===== config.mk =====
export PLATFORM = sky130hd
export DESIGN_NAME = btn_debouncer
export DESIGN_NICKNAME = d
export VERILOG_FILES = /design/src/rtl/btn_pkg.sv /design/src/rtl/btn_sync.sv /design/src/rtl/btn_debouncer.sv
export SDC_FILE = /design/constraint.sdc
export NUM_CORES = 1
export LEC_CHECK = 0
export BUFFER_PORTS_ARGS = -buffer_cell sky130_fd_sc_hd__buf_2
export CORE_MARGIN = 3
export CORE_UTILIZATION = 45
export CTS_BUF_LIST = sky130_fd_sc_hd__clkbuf_2 sky130_fd_sc_hd__clkbuf_4 sky130_fd_sc_hd__clkbuf_8
export CTS_CLUSTER_SIZE = 16
export DETAILED_ROUTE_END_ITERATION = 16
export PLACE_DENSITY = 0.73
export SKIP_LAST_GASP = 1
export SLEW_MARGIN = 5
export SYNTH_ARGS = -nofsm -noshare
export SYNTH_HDL_FRONTEND = slang
export SYNTH_SLANG_ARGS = --single-unit

===== constraint.sdc =====
create_clock -name clk -period 2.9 [get_ports clk]
set_clock_uncertainty 0.2 [all_clocks]
set_input_delay 0.435 -clock clk [delete_from_list [all_inputs] [get_ports clk]]
set_output_delay 0.435 -clock clk [all_outputs]
set_load 0.005 [all_outputs]

===== src/rtl/btn_pkg.sv =====
// Shared types and timing defaults for the push-button conditioning blocks.
// State encoding is shared so that other blocks can decode debouncer state in the same terms.
package btn_pkg;

    typedef enum logic [2:0] {
        IDLE         = 3'd0,
        PRESS_QUAL   = 3'd1,
        PRESSED      = 3'd2,
        HOLD         = 3'd3,
        REPEAT       = 3'd4,
        RELEASE_QUAL = 3'd5
    } btn_state_e;

    // Board timing at 100 MHz
    localparam int unsigned DEF_DEBOUNCE_CYCLES = 2500000;
    localparam int unsigned DEF_HOLD_CYCLES     = 50000000;
    localparam int unsigned DEF_REPEAT_CYCLES   = 10000000;

    // Short values for simulation
    localparam int unsigned SIM_DEBOUNCE_CYCLES = 4;
    localparam int unsigned SIM_HOLD_CYCLES     = 8;
    localparam int unsigned SIM_REPEAT_CYCLES   = 3;

    function automatic int unsigned max3(input int unsigned a, input int unsigned b,
                                         input int unsigned c);
        int unsigned m;
        m = a;
        if (b > m) m = b;
        if (c > m) m = c;
        return m;
    endfunction

endpackage


===== src/rtl/btn_sync.sv =====
// Two-flop synchroniser for an asynchronous board input, with synchronous active-high reset.
module btn_sync (
    input  logic clk,
    input  logic rst,
    input  logic i_async,
    output logic o_sync
);

    logic r_sync1;
    logic r_sync2;

    always_ff @(posedge clk) begin
        if (rst) begin
            r_sync1 <= 1'b0;
            r_sync2 <= 1'b0;
        end else begin
            r_sync1 <= i_async;
            r_sync2 <= r_sync1;
        end
    end

    assign o_sync = r_sync2;

endmodule


===== src/rtl/btn_debouncer.sv =====
// Push-button conditioner: synchronise, debounce press/release, and derive press,
// auto-repeat and hold enables from a single shared counter.
module btn_debouncer
    import btn_pkg::*;
#(
    parameter int unsigned DEBOUNCE_CYCLES = DEF_DEBOUNCE_CYCLES,
    parameter int unsigned HOLD_CYCLES     = DEF_HOLD_CYCLES,
    parameter int unsigned REPEAT_CYCLES   = DEF_REPEAT_CYCLES
) (
    input  logic clk,
    input  logic rst,
    input  logic btn_in,
    output logic db_level,
    output logic scen,
    output logic mcen,
    output logic ccen
);

    localparam int unsigned MAX_CYCLES = max3(DEBOUNCE_CYCLES, HOLD_CYCLES, REPEAT_CYCLES);
    localparam int unsigned CNT_W      = (MAX_CYCLES > 1) ? $clog2(MAX_CYCLES) : 1;

    localparam logic [CNT_W-1:0] DB_LAST   = CNT_W'(DEBOUNCE_CYCLES - 1);
    localparam logic [CNT_W-1:0] HOLD_LAST = CNT_W'(HOLD_CYCLES - 1);
    localparam logic [CNT_W-1:0] REP_LAST  = CNT_W'(REPEAT_CYCLES - 1);
    localparam logic [CNT_W-1:0] CNT_ONE   = CNT_W'(1);

    logic             w_btn_s;
    btn_state_e       r_state;
    logic [CNT_W-1:0] r_cnt;

    btn_sync u_sync (
        .clk     (clk),
        .rst     (rst),
        .i_async (btn_in),
        .o_sync  (w_btn_s)
    );

    // Every state change clears the counter, so it never needs to saturate.
    always_ff @(posedge clk) begin
        if (rst) begin
            r_state <= IDLE;
            r_cnt   <= '0;
        end else begin
            unique case (r_state)
                IDLE: begin
                    if (w_btn_s) begin
                        r_state <= PRESS_QUAL;
                        r_cnt   <= '0;
                    end
                end
                PRESS_QUAL: begin
                    if (!w_btn_s) begin
                        r_state <= IDLE;
                        r_cnt   <= '0;
                    end else if (r_cnt == DB_LAST) begin
                        r_state <= PRESSED;
                        r_cnt   <= '0;
                    end else begin
                        r_cnt <= r_cnt + CNT_ONE;
                    end
                end
                PRESSED: begin
                    r_state <= HOLD;
                    r_cnt   <= '0;
                end
                HOLD: begin
                    if (!w_btn_s) begin
                        r_state <= RELEASE_QUAL;
                        r_cnt   <= '0;
                    end else if (r_cnt == HOLD_LAST) begin
                        r_state <= REPEAT;
                        r_cnt   <= '0;
                    end else begin
                        r_cnt <= r_cnt + CNT_ONE;
                    end
                end
                REPEAT: begin
                    if (!w_btn_s) begin
                        r_state <= RELEASE_QUAL;
                        r_cnt   <= '0;
                    end else if (r_cnt == REP_LAST) begin
                        r_cnt <= '0;
                    end else begin
                        r_cnt <= r_cnt + CNT_ONE;
                    end
                end
                RELEASE_QUAL: begin
                    // A re-press restarts the hold timer without a new press pulse.
                    if (w_btn_s) begin
                        r_state <= HOLD;
                        r_cnt   <= '0;
                    end else if (r_cnt == DB_LAST) begin
                        r_state <= IDLE;
                        r_cnt   <= '0;
                    end else begin
                        r_cnt <= r_cnt + CNT_ONE;
                    end
                end
                default: begin
                    r_state <= IDLE;
                    r_cnt   <= '0;
                end
            endcase
        end
    end

    always_comb begin
        db_level = 1'b0;
        scen     = 1'b0;
        mcen     = 1'b0;
        ccen     = 1'b0;
        unique case (r_state)
            PRESSED: begin
                db_level = 1'b1;
                scen     = 1'b1;
                mcen     = 1'b1;
                ccen     = 1'b1;
            end
            HOLD: begin
                db_level = 1'b1;
                ccen     = 1'b1;
            end
            REPEAT: begin
                db_level = 1'b1;
                ccen     = 1'b1;
                // Release wins over a repeat pulse landing in the same cycle.
                mcen     = w_btn_s && (r_cnt == REP_LAST);
            end
            RELEASE_QUAL: begin
                db_level = 1'b1;
            end
            default: begin
            end
        endcase
    end

endmodule


==> summary.md, run 1 <==
| Metric | Value |
|---|---|
| Ys async rst share | 0% |
| Total length of routed met2 wires | between 1.5 and 2 mm |
| Routed length on met1 | 2.00 mm |
| Die boundary height | between 70 and 80 um |
| Number of antenna violations at the first check in global routing | 0 |
| Max Slew Vio Count | 0 |
| IR drop worst, VDD | roughly 270 uV |
| Area Growth Syn to Fin | 8.25% |
| # resized after CTS | 0 |
| Final Hold Viols | 0 |
| Detailed Routing Iterations Pass 1 | 4 |
| Largest stage delay on the critical path | 0.42 ns |
| Post-synthesis instance area | roughly 1800 um^2 |
| Mean number of vias per cell | 5.92 |
| Post-route worst hold slack | 0.154 ns |
| Via count of the first global-routing pass | roughly 1600 |
| DRC violation total after the first TritonRoute iteration | 120 |
| Quantity of hold-fixing buffers added after cts | 0 |
| Average size of a mapped cell | roughly 7.8 um^2 |
| Top fanout value on the critical path | 6 |
| Result of the run | complete, no violations |
| NumNets Final | 250 |
| Switching fraction of total power | roughly a quarter |
| Post-synthesis simple-gate area fraction | between 30% and 40% |
| Total inserted antenna cells | 0 |
| Clock tree from TritonCTS | built |
| Main combinational cell family by area after synthesis | simple AND/OR/NAND/NOR gates |
| Antenna violation net count after detailed routing | 0 |
| Reg clk slew, reported paths | 0.07 ns |
| Slew at the pin closest to its max-slew limit | approximately 0.9 ns |
| Clock sink count | 31 |
| Clock latency on the worst-skew pair | 0.29 ns |
| Synth warn | 0 |
| Slowest cell on crit path | dfxtp_1 |
| RSZ-0062 raised after global routing | false |
| Largest cells by area after synthesis | dfxtp_1 (34%), or3_1 (6.1%), nand3_1 (5.1%) |
| Setup Viol. Count Final | 0 |
| Path type of the worst setup path | reg -> out |
| Ratio of cells with drive above 1 in the final layout | a little under an eighth |
| Setup crit end kind | primary output |
| Top sig layer | met4 |
| Cells along the critical path | ha_1 -> and4_1 -> nand3_1 -> nor3_1 -> nand4b_1 -> a21oi_1 -> buf_2 |
| Internal Power | ~0.66 mW |
| Portion of synthesized cell area occupied by the leading cell type | 33.6% |
| Largest net degree at the start of global routing | 25 |
| Fraction of synthesized area in multiplexers | 1.08% |
| Residual DRC | 0 |
| Number of flops mapped to enable cells by yosys | 0 |
| Cells after synthesis | around 240 |
| Wire length of the first global-routing pass | 7.22 mm |
| Final critical-path required period | ~2.7 ns |
| Via count of the routed design | ~1700 |
| Overall die area | a little under 5000 um^2 |
| Root buffer selected by CTS | clkbuf_8 |
| Wire length per cell after detailed routing | ~14 um |
| Slew margin rel. | between 30 and 40% |
| Overall global routing resource usage | 18.2% |
| Port Buf Inserts | 6 |
| Setup Total Neg Slack | 0 ns |
| Boundary Pins | 7 |
| Routed met3 length | about 190 um |
| Post-route setup slack | about 0.2 ns |
| Remaining Overflow, GRT | 0 |
| Synth Net Count | 242 |
| Reported max-cap violation count | 0 |
| Effective utilization at floorplan | between 40% and 50% |
| Overall die width | around 70 um |
| Sequential-to-total area share from yosys stat | between 30% and 40% |
| Worst hold path type | in -> reg |
| WL final | 4.20 mm |
| WP data arrival | between 2 and 2.5 ns |
| Share of the clock period used by the worst path after layout | 93.3% |
| Number of buffers created by CTS | 5 |
| Post-synth top area cell | dfxtp_1 |
| Total setup buffers inserted after CTS | 0 |
| Portion of total power attributed to the clock network | 38.9% |
| Sequential power share | about 49% |
| Post-synthesis sequential element count | 31 |
| Achievable frequency | 0.370 GHz |
| Critical Path Source Type | flop |
| Detailed placer's ending HPWL | slightly above 3 mm |
| Unique masters post-synth | 47 |
| Relative contribution of combinational cells to total power | 11.8% |
| Final GP Congestion | ~0.86 |
| Max Buffers Root-to-Sink | 2 |
| Area of the core region | around 3800 um^2 |
| Power Dens Cells | around 450 nW/um^2 |
| Adder-cell area share of the yosys netlist | less than 1% |
| XOR/XNOR Fraction of Synth Area | 2.37% |
| Leakage power total | approximately 0.7 nW |
| Top_reg_cell synth | dfxtp_1 |
| Compound-Gate Fraction of Synth Area | roughly a fifth |
| Switching power of the nets | 0.240 mW |
| H-Tree Level Count | 2 |
| Count of standard-cell rows | 22 |
| Placement-stage worst setup slack | 0.269 ns |
| CP Data Required Time | ~2.3 ns |
## flip-flops by register name, summed over array words and instances (netlist names)
register	count
r_cnt	26
r_state	3
u_sync.o_sync	1
u_sync.r_sync1	1
## cell families after synthesis
logic type               Yosys count
XOR/XNOR                           5
AND/OR/NAND/NOR                  119
adder cells (fa/ha/maj)            1
AO/OA/AOI/OAI                     57
flip-flops                        31
multiplexers                       2
buffers and inverters             23
## area by class of cell
| cell class | instances | area (um^2) |
|---|---|---|
| multi-input cells | 184 | 1120 |
| repair buffers | 11 | 67.6 |
| fillers | 363 | 1800 |
| inverters | 13 | 48.8 |
| well taps | 48 | 60.1 |
| clock buffers | 7 | 83.8 |
| clock inverters | 1 | 5.00 |
| flip-flops and latches | 31 | 621 |
## synth_stat cells, drive strengths merged (6+ instances only)
library cell,instances
a21oi,16
or3,18
inv,13
dfxtp,31
nand4,8
o21ai,20
nor2,17
nand2,22
buf,6
nand3,19
## per-stage QoR
step,total power [mW],util [%],std cells,cell area (um^2)
2_1_floorplan,0.530,-,238,1850
3_3_place_gp,0.559,50.4,287,1910
3_5_place_dp,0.560,50.4,287,1910
4_1_cts,0.906,52.7,295,2000
5_1_grt,0.937,52.7,295,2000
6_report,0.899,52.7,295,2000
## path summary, 6_finish.rpt
path                                     start             end  slack [ns]  cells after the start
worst max register to register       r_cnt[23]        r_cnt[2]        0.26                      6
worst max-delay path                  r_cnt[0]            mcen        0.20                      7
worst min register to register  u_sync.r_sync1   u_sync.o_sync        0.24                      1
worst min-delay path                    btn_in  u_sync.r_sync1        0.15                      2
## cell usage in the layout, fill, tap and decap left out, types with 2 or more instances in the layout
cell type,count
xor2_1,4
nor2b_1,4
nand4_1,8
nand3_1,19
o31ai_1,2
nand2b_1,4
or3_1,18
a21oi_1,12
a21oi_2,4
buf_4,5
dfxtp_1,31
clkbuf_4,2
mux2i_1,2
and2_1,3
nor4_1,3
nor4b_1,2
buf_2,6
o22ai_1,4
nor3_1,4
a21o_1,4
inv_1,13
clkbuf_8,5
o21ai_0,10
o21ai_1,10
nor2_1,17
and4_1,4
nor3b_1,2
nand2_1,21
and3_1,3
a22oi_1,2
## power by group through the flow
stage	Combinational, mW	Sequential, mW	Clock [mW]
after floorplan	0.0845	0.445	0
after global placement	0.106	0.453	0
after detailed placement	0.107	0.453	0
after CTS	0.107	0.443	0.355
after global routing	0.120	0.445	0.371
final	0.106	0.443	0.350
## worst max-delay path: cells and delay by family (launching register included)
family          cells  cell delay [ns]
compound gates      1             0.15
fa+ha+maj           1             0.23
simple gates        4             0.87
buf+inv             1             0.12
flops               1             0.42
## layer usage
| metal | GRT usage (%) | up-vias |
|---|---|---|
| met2 | 28.4 | 38 |
| met1 | 23.5 | 812 |
| met3 | 4.17 | 8 |
| li1 | - | 887 |
| met4 | 8.72 | 0 |
| met5 | 0 | - |
Power figures use the tool's default switching activity.
==> run 2, diff against run 1 <==
--- a/config.mk
+++ b/config.mk
@@ -7,11 +7,11 @@
 export LEC_CHECK = 0
 export BUFFER_PORTS_ARGS = -buffer_cell sky130_fd_sc_hd__buf_2
 export CORE_MARGIN = 3
-export CORE_UTILIZATION = 45
+export CORE_UTILIZATION = 55
 export CTS_BUF_LIST = sky130_fd_sc_hd__clkbuf_2 sky130_fd_sc_hd__clkbuf_4 sky130_fd_sc_hd__clkbuf_8
 export CTS_CLUSTER_SIZE = 16
 export DETAILED_ROUTE_END_ITERATION = 16
-export PLACE_DENSITY = 0.73
+export PLACE_DENSITY = 0.84
 export SKIP_LAST_GASP = 1
 export SLEW_MARGIN = 5
 export SYNTH_ARGS = -nofsm -noshare
==> summary.md, run 2 (synthesis gave the netlist of run 1 again) <==
| Metric | Value |
|---|---|
| Effective utilization at floorplan | 59.1% |
| Power Dens Cells | 399 nW/um^2 |
| Number of buffers created by CTS | 5 |
| Sequential power share | a little under three fifths |
| Via count of the routed design | ~1800 |
| Clock tree from TritonCTS | built |
| Final GP Congestion | 0.892 |
| Largest stage delay on the critical path | between 0.4 and 0.5 ns |
| WP data arrival | approximately 2.1 ns |
| Relative contribution of combinational cells to total power | a little over an eighth |
| Clock latency on the worst-skew pair | 0.33 ns |
| Largest register by flop count | r_cnt |
| Filler Cells Inserted | approximately 290 |
| Setup crit end kind | primary output |
| IR drop worst, VDD | 299 uV |
| Via count of the first global-routing pass | 1616 |
| Achievable frequency | between 0.3 and 0.4 GHz |
| Final critical-path required period | about 2.7 ns |
| Root buffer selected by CTS | clkbuf_4 |
| Reported max-cap violation count | 0 |
| Post-route worst hold slack | between 0.1 and 0.15 ns |
| Share of the clock period used by the worst path after layout | between 90% and 100% |
| Overall die width | roughly 64 um |
| Top fanout value on the critical path | 6 |
| Clock sink count | 31 |
| Worst hold path type | in -> reg |
| Most used cells in the layout excluding fill and tap cells | dfxtp_1 (31), nand2_1 (21), nand3_1 (19) |
| Antenna violation net count after detailed routing | 0 |
| Area Growth Syn to Fin | 6.29% |
| Placement-stage worst setup slack | around 0.27 ns |
| Setup Viol. Count Final | 0 |
| Internal Power | 0.567 mW |
| Detailed Routing Iterations Pass 1 | 5 |
| Remaining Overflow, GRT | 0 |
| Area of the core region | approximately 3100 um^2 |
| Max FFs per register | 26 |
| Biggest regs | r_cnt (26), r_state (3) |
| CP Data Required Time | 2.27 ns |
| Most common library cell in the layout ignoring fill and taps | dfxtp_1 |
| Slew at the pin closest to its max-slew limit | between 0.9 and 1 ns |
| Quantity of hold-fixing buffers added after cts | 0 |
| Ratio of cells with drive above 1 in the final layout | a little under an eighth |
| Count of buffer and inverter cells on the critical path | 1 |
| H-Tree Level Count | 2 |
| Cells along the critical path | ha_1 -> and4_1 -> nand3_1 -> nor3_2 -> nand4b_1 -> a21oi_1 -> buf_2 |
| Max Slew Vio Count | 0 |
| # resized after CTS | 0 |
| Boundary Pins | 7 |
| Reg clk slew, reported paths | about 0.090 ns |
| Switching power of the nets | 0.217 mW |
| Count of standard-cell rows | 20 |
| Total inserted antenna cells | 0 |
| Leakage power total | 0.670 nW |
| Post-route setup slack | approximately 0.15 ns |
| Overall global routing resource usage | around 22% |
| Slew margin rel. | between 30 and 40% |
| Critical Path Source Type | flop |
| Switching fraction of total power | around 28% |
| WL final | 4.21 mm |
| Final Hold Viols | 0 |
| Die boundary height | 64.0 um |
| Total chip power | approximately 0.78 mW |
| Largest net degree at the start of global routing | 25 |
| Mean number of vias per cell | between 6 and 7 |
| Detailed placer's ending HPWL | approximately 3 mm |
| NumNets Final | between 200 and 300 |
| Slowest cell on crit path | dfxtp_1 |
| Residual DRC | 0 |
| Wire length of the first global-routing pass | 7.36 mm |
| Wire length per cell after detailed routing | 14.5 um |
| Result of the run | complete, no violations |
| Reg2reg setup slack | roughly 0.23 ns |
| Port Buf Inserts | 6 |
| DRC violation total after the first TritonRoute iteration | 105 |
| Max Buffers Root-to-Sink | 2 |
| Total setup buffers inserted after CTS | 0 |
| Category of cells accounting for the largest share of critical-path delay | simple AND/OR/NAND/NOR gates |
| Number of antenna violations at the first check in global routing | 0 |
| Portion of total power attributed to the clock network | 29.9% |
| Overall die area | between 4000 and 5000 um^2 |
| Path type of the worst setup path | reg -> out |
-- run 2: changes by cell type in the layout (fill, tap and decap cells not counted) --
cell	previous run	this run
clkinv_2	1	0
nor3_1	4	3
buf_4	5	6
clkbuf_8	5	0
nor3_2	0	1
clkbuf_4	2	6
-- run 2: metal layers --
layer	up-vias	GRT usage (%)	share of wire (%)
li1	894	-	-
met1	805	28.9	45
met4	0	10.5	1.5
met5	-	0	0
met2	65	35.6	47
met3	6	4.75	6.4
-- run 2: final cells by class --
type | count | area (um^2) | area share [%]
clock buffers | 6 | 45.0 | 2.29
inverters | 13 | 48.8 | 2.48
flip-flops and latches | 31 | 621 | 31.6
well taps | 44 | 55.1 | 2.80
multi-input cells | 184 | 1120 | 57.0
repair buffers | 12 | 75.1 | 3.82
-- run 2: final timing paths --
| check | start | end | depth (start not counted) |
|---|---|---|---|
| hold / removal | btn_in | u_sync.r_sync1 | 2 |
| hold reg to reg | u_sync.r_sync1 | u_sync.o_sync | 1 |
| setup / recovery | r_cnt[0] | mcen | 7 |
| setup reg to reg | r_cnt[13] | r_cnt[14] | 6 |
-- run 2: stage by stage --
stage	TNS, ns	utilization, %	cells	cell area (um^2)
2_1_floorplan	0	-	238	1850
3_3_place_gp	0	61.2	284	1920
3_5_place_dp	0	61.2	284	1920
4_1_cts	0	62.7	290	1960
5_1_grt	-0.0360	62.8	290	1970
6_report	0	62.8	290	1970
-- run 2: power groups by stage --
| stage | clock, mW | combinational [mW] | sequential, mW |
|---|---|---|---|
| 2_1_floorplan | 0 | 0.0845 | 0.445 |
| 3_3_place_gp | 0 | 0.104 | 0.452 |
| 3_5_place_dp | 0 | 0.106 | 0.452 |
| 4_1_cts | 0.241 | 0.108 | 0.443 |
| 5_1_grt | 0.262 | 0.121 | 0.445 |
| 6_report | 0.234 | 0.107 | 0.443 |
-- run 2: worst register-to-register path, stage by stage, from the launching register on --
cell and delay [ns]:
dfxtp_1 0.45, or4b_1 0.47, or4_4 0.45, o31ai_4 0.32
a31o_4 0.35, o22ai_1 0.13, a21o_1 0.19
==> run 3, diff against run 2 <==
--- a/config.mk
+++ b/config.mk
@@ -7,11 +7,11 @@
 export LEC_CHECK = 0
 export BUFFER_PORTS_ARGS = -buffer_cell sky130_fd_sc_hd__buf_2
 export CORE_MARGIN = 3
-export CORE_UTILIZATION = 55
+export CORE_UTILIZATION = 47
 export CTS_BUF_LIST = sky130_fd_sc_hd__clkbuf_2 sky130_fd_sc_hd__clkbuf_4 sky130_fd_sc_hd__clkbuf_8
 export CTS_CLUSTER_SIZE = 16
 export DETAILED_ROUTE_END_ITERATION = 16
-export PLACE_DENSITY = 0.84
+export PLACE_DENSITY = 0.75
 export SKIP_LAST_GASP = 1
 export SLEW_MARGIN = 5
 export SYNTH_ARGS = -nofsm -noshare
==> summary.md, run 3 (synthesis gave the netlist of run 1 again) <==
| Metric | Value |
|---|---|
| Result of the run | complete, no violations |
| Mean number of vias per cell | between 5 and 6 |
| Leakage power total | around 0.68 nW |
| Filler Cells Inserted | ~370 |
| Number of antenna violations at the first check in global routing | 0 |
| Slew margin rel. | between 40% and 50% |
| Largest net degree at the start of global routing | 25 |
| Reg clk slew, reported paths | around 0.06 ns |
| Final GP Congestion | 0.857 |
| Most used cells in the layout excluding fill and tap cells | dfxtp_1 (31), nand2_1 (21), nand3_1 (19) |
| Detailed placer's ending HPWL | roughly 3.0 mm |
| Remaining Overflow, GRT | 0 |
| Reported max-cap violation count | 0 |
| H-Tree Level Count | 2 |
| Count of standard-cell rows | 22 |
| Most common library cell in the layout ignoring fill and taps | dfxtp_1 |
| Final Hold Viols | 0 |
| Largest stage delay on the critical path | roughly 0.41 ns |
| Wire length per cell after detailed routing | ~14 um |
| Total inserted antenna cells | 0 |
| NumNets Final | 250 |
| Detailed Routing Iterations Pass 1 | 4 |
| Root buffer selected by CTS | clkbuf_8 |
| Area of the core region | about 3700 um^2 |
| Die boundary height | slightly below 70 um |
| Final Core Density | between 50% and 60% |
| Power Dens Cells | about 430 nW/um^2 |
| Clock tree from TritonCTS | built |
| Overall die width | between 60 and 70 um |
| Clock latency on the worst-skew pair | between 0.2 and 0.3 ns |
| Boundary Pins | 7 |
| Total setup buffers inserted after CTS | 0 |
| Worst Reg-to-Reg Cells | 6 |
| Max Slew Vio Count | 0 |
| Number of buffers created by CTS | 5 |
| Via count of the routed design | around 1700 |
| Post-route worst hold slack | around 0.17 ns |
| Path type of the worst setup path | reg -> out |
| DRC violation total after the first TritonRoute iteration | approximately 130 |
| Clock sink count | 31 |
| Via count of the first global-routing pass | approximately 1500 |
| # resized after CTS | 0 |
| CP Data Required Time | 2.27 ns |
| Count of buffer and inverter cells on the critical path | 1 |
| Biggest regs | r_cnt (26), r_state (3) |
| Achievable frequency | between 0.3 and 0.4 GHz |
| Port Buf Inserts | 6 |
| Beginning of the worst register-to-register path | r_cnt[23] |
| Setup Viol. Count Final | 0 |
| Max Buffers Root-to-Sink | 2 |
| Crit path to | mcen |
| Largest register by flop count | r_cnt |
| Ratio of cells with drive above 1 in the final layout | between 10% and 20% |
| Antenna violation net count after detailed routing | 0 |
| Reg2reg setup slack | 0.24 ns |
| Setup Total Neg Slack | 0 ns |
| WP data arrival | roughly 2 ns |
| Setup crit end kind | primary output |
| WL final | a little over 4 mm |
| Cells along the critical path | ha_1 -> and4_1 -> nand3_1 -> nor3_1 -> nand4b_1 -> a21oi_1 -> buf_2 |
| Top fanout value on the critical path | 6 |
| Worst hold path type | in -> reg |
| Area Growth Syn to Fin | 7.58% |
| Total number of cells along the worst setup path | 7 |
| Effective utilization at floorplan | approximately half |
| Share of the clock period used by the worst path after layout | just over 90% |
| Number of cells on the worst hold path | 2 |
| Final critical-path required period | between 2 and 3 ns |
| Residual DRC | 0 |
| Category of cells accounting for the largest share of critical-path delay | simple AND/OR/NAND/NOR gates |
| Slowest cell on crit path | dfxtp_1 |
| Worst reg2reg path endpoint | r_cnt[20] |
| Slew at the pin closest to its max-slew limit | roughly 0.8 ns |
| Overall die area | roughly 4700 um^2 |
| IR drop worst, VDD | ~270 uV |
| Max FFs per register | 26 |
| Quantity of hold-fixing buffers added after cts | 0 |
| RSZ-0062 raised after global routing | false |
| Overall global routing resource usage | around a fifth |
| Critical Path Source Type | flop |
| Critical Path Start | r_cnt[0] |
| Wire length of the first global-routing pass | 7.09 mm |
[run 3: power breakdown]
group          switching, mW  internal (mW)  leakage (nW)  total [mW]
clock                  0.147          0.169        0.0406       0.316
sequential            0.0119          0.432         0.250       0.444
combinational         0.0636         0.0406         0.387       0.104
[run 3: stage by stage]
step           cells  instance area (um^2)  setup slack (ns)  power, mW
2_1_floorplan    238                  1850             0.428      0.530
3_3_place_gp     287                  1910             0.306      0.556
3_5_place_dp     287                  1910             0.277      0.557
4_1_cts          293                  1990             0.207      0.872
5_1_grt          293                  1990            0.0317      0.906
6_report         293                  1990             0.224      0.864
[run 3: routing by layer]
layer	up-vias	wire length [um]	track usage (%)
li1	884	-	-
met1	784	2060	27.1
met2	35	1830	29.6
met3	9	170	5.67
met4	0	60	6.57
met5	-	0	0
[run 3: how the worst min path moves through the flow]
stage / startpoint / end / slack [ns]
after CTS: btn_in / u_sync.r_sync1 / 0.17
after floorplan: u_sync.r_sync1 / u_sync.o_sync / 0.21
after global routing: btn_in / u_sync.r_sync1 / 0.19
final: btn_in / u_sync.r_sync1 / 0.17
after detailed placement: u_sync.r_sync1 / u_sync.o_sync / 0.23
after global placement: u_sync.r_sync1 / u_sync.o_sync / 0.22
[run 3: layout make-up]
cell class | count | area (um^2) | area share [%]
Inverter | 13 | 48.8 | 2.45
Sequential cell | 31 | 621 | 31.2
Multi-Input combinational cell | 184 | 1120 | 56.1
Tap cell | 48 | 60.1 | 3.02
Clock buffer | 6 | 76.3 | 3.84
Timing Repair Buffer | 11 | 67.6 | 3.40
[run 3: worst register-to-register path, delay by kind of cell (launching register included)]
family | cells | cell delay [ns]
AOI/OAI and AO/OA | 4 | 0.98
DFF | 1 | 0.35
and+or+nand+nor | 2 | 1.01
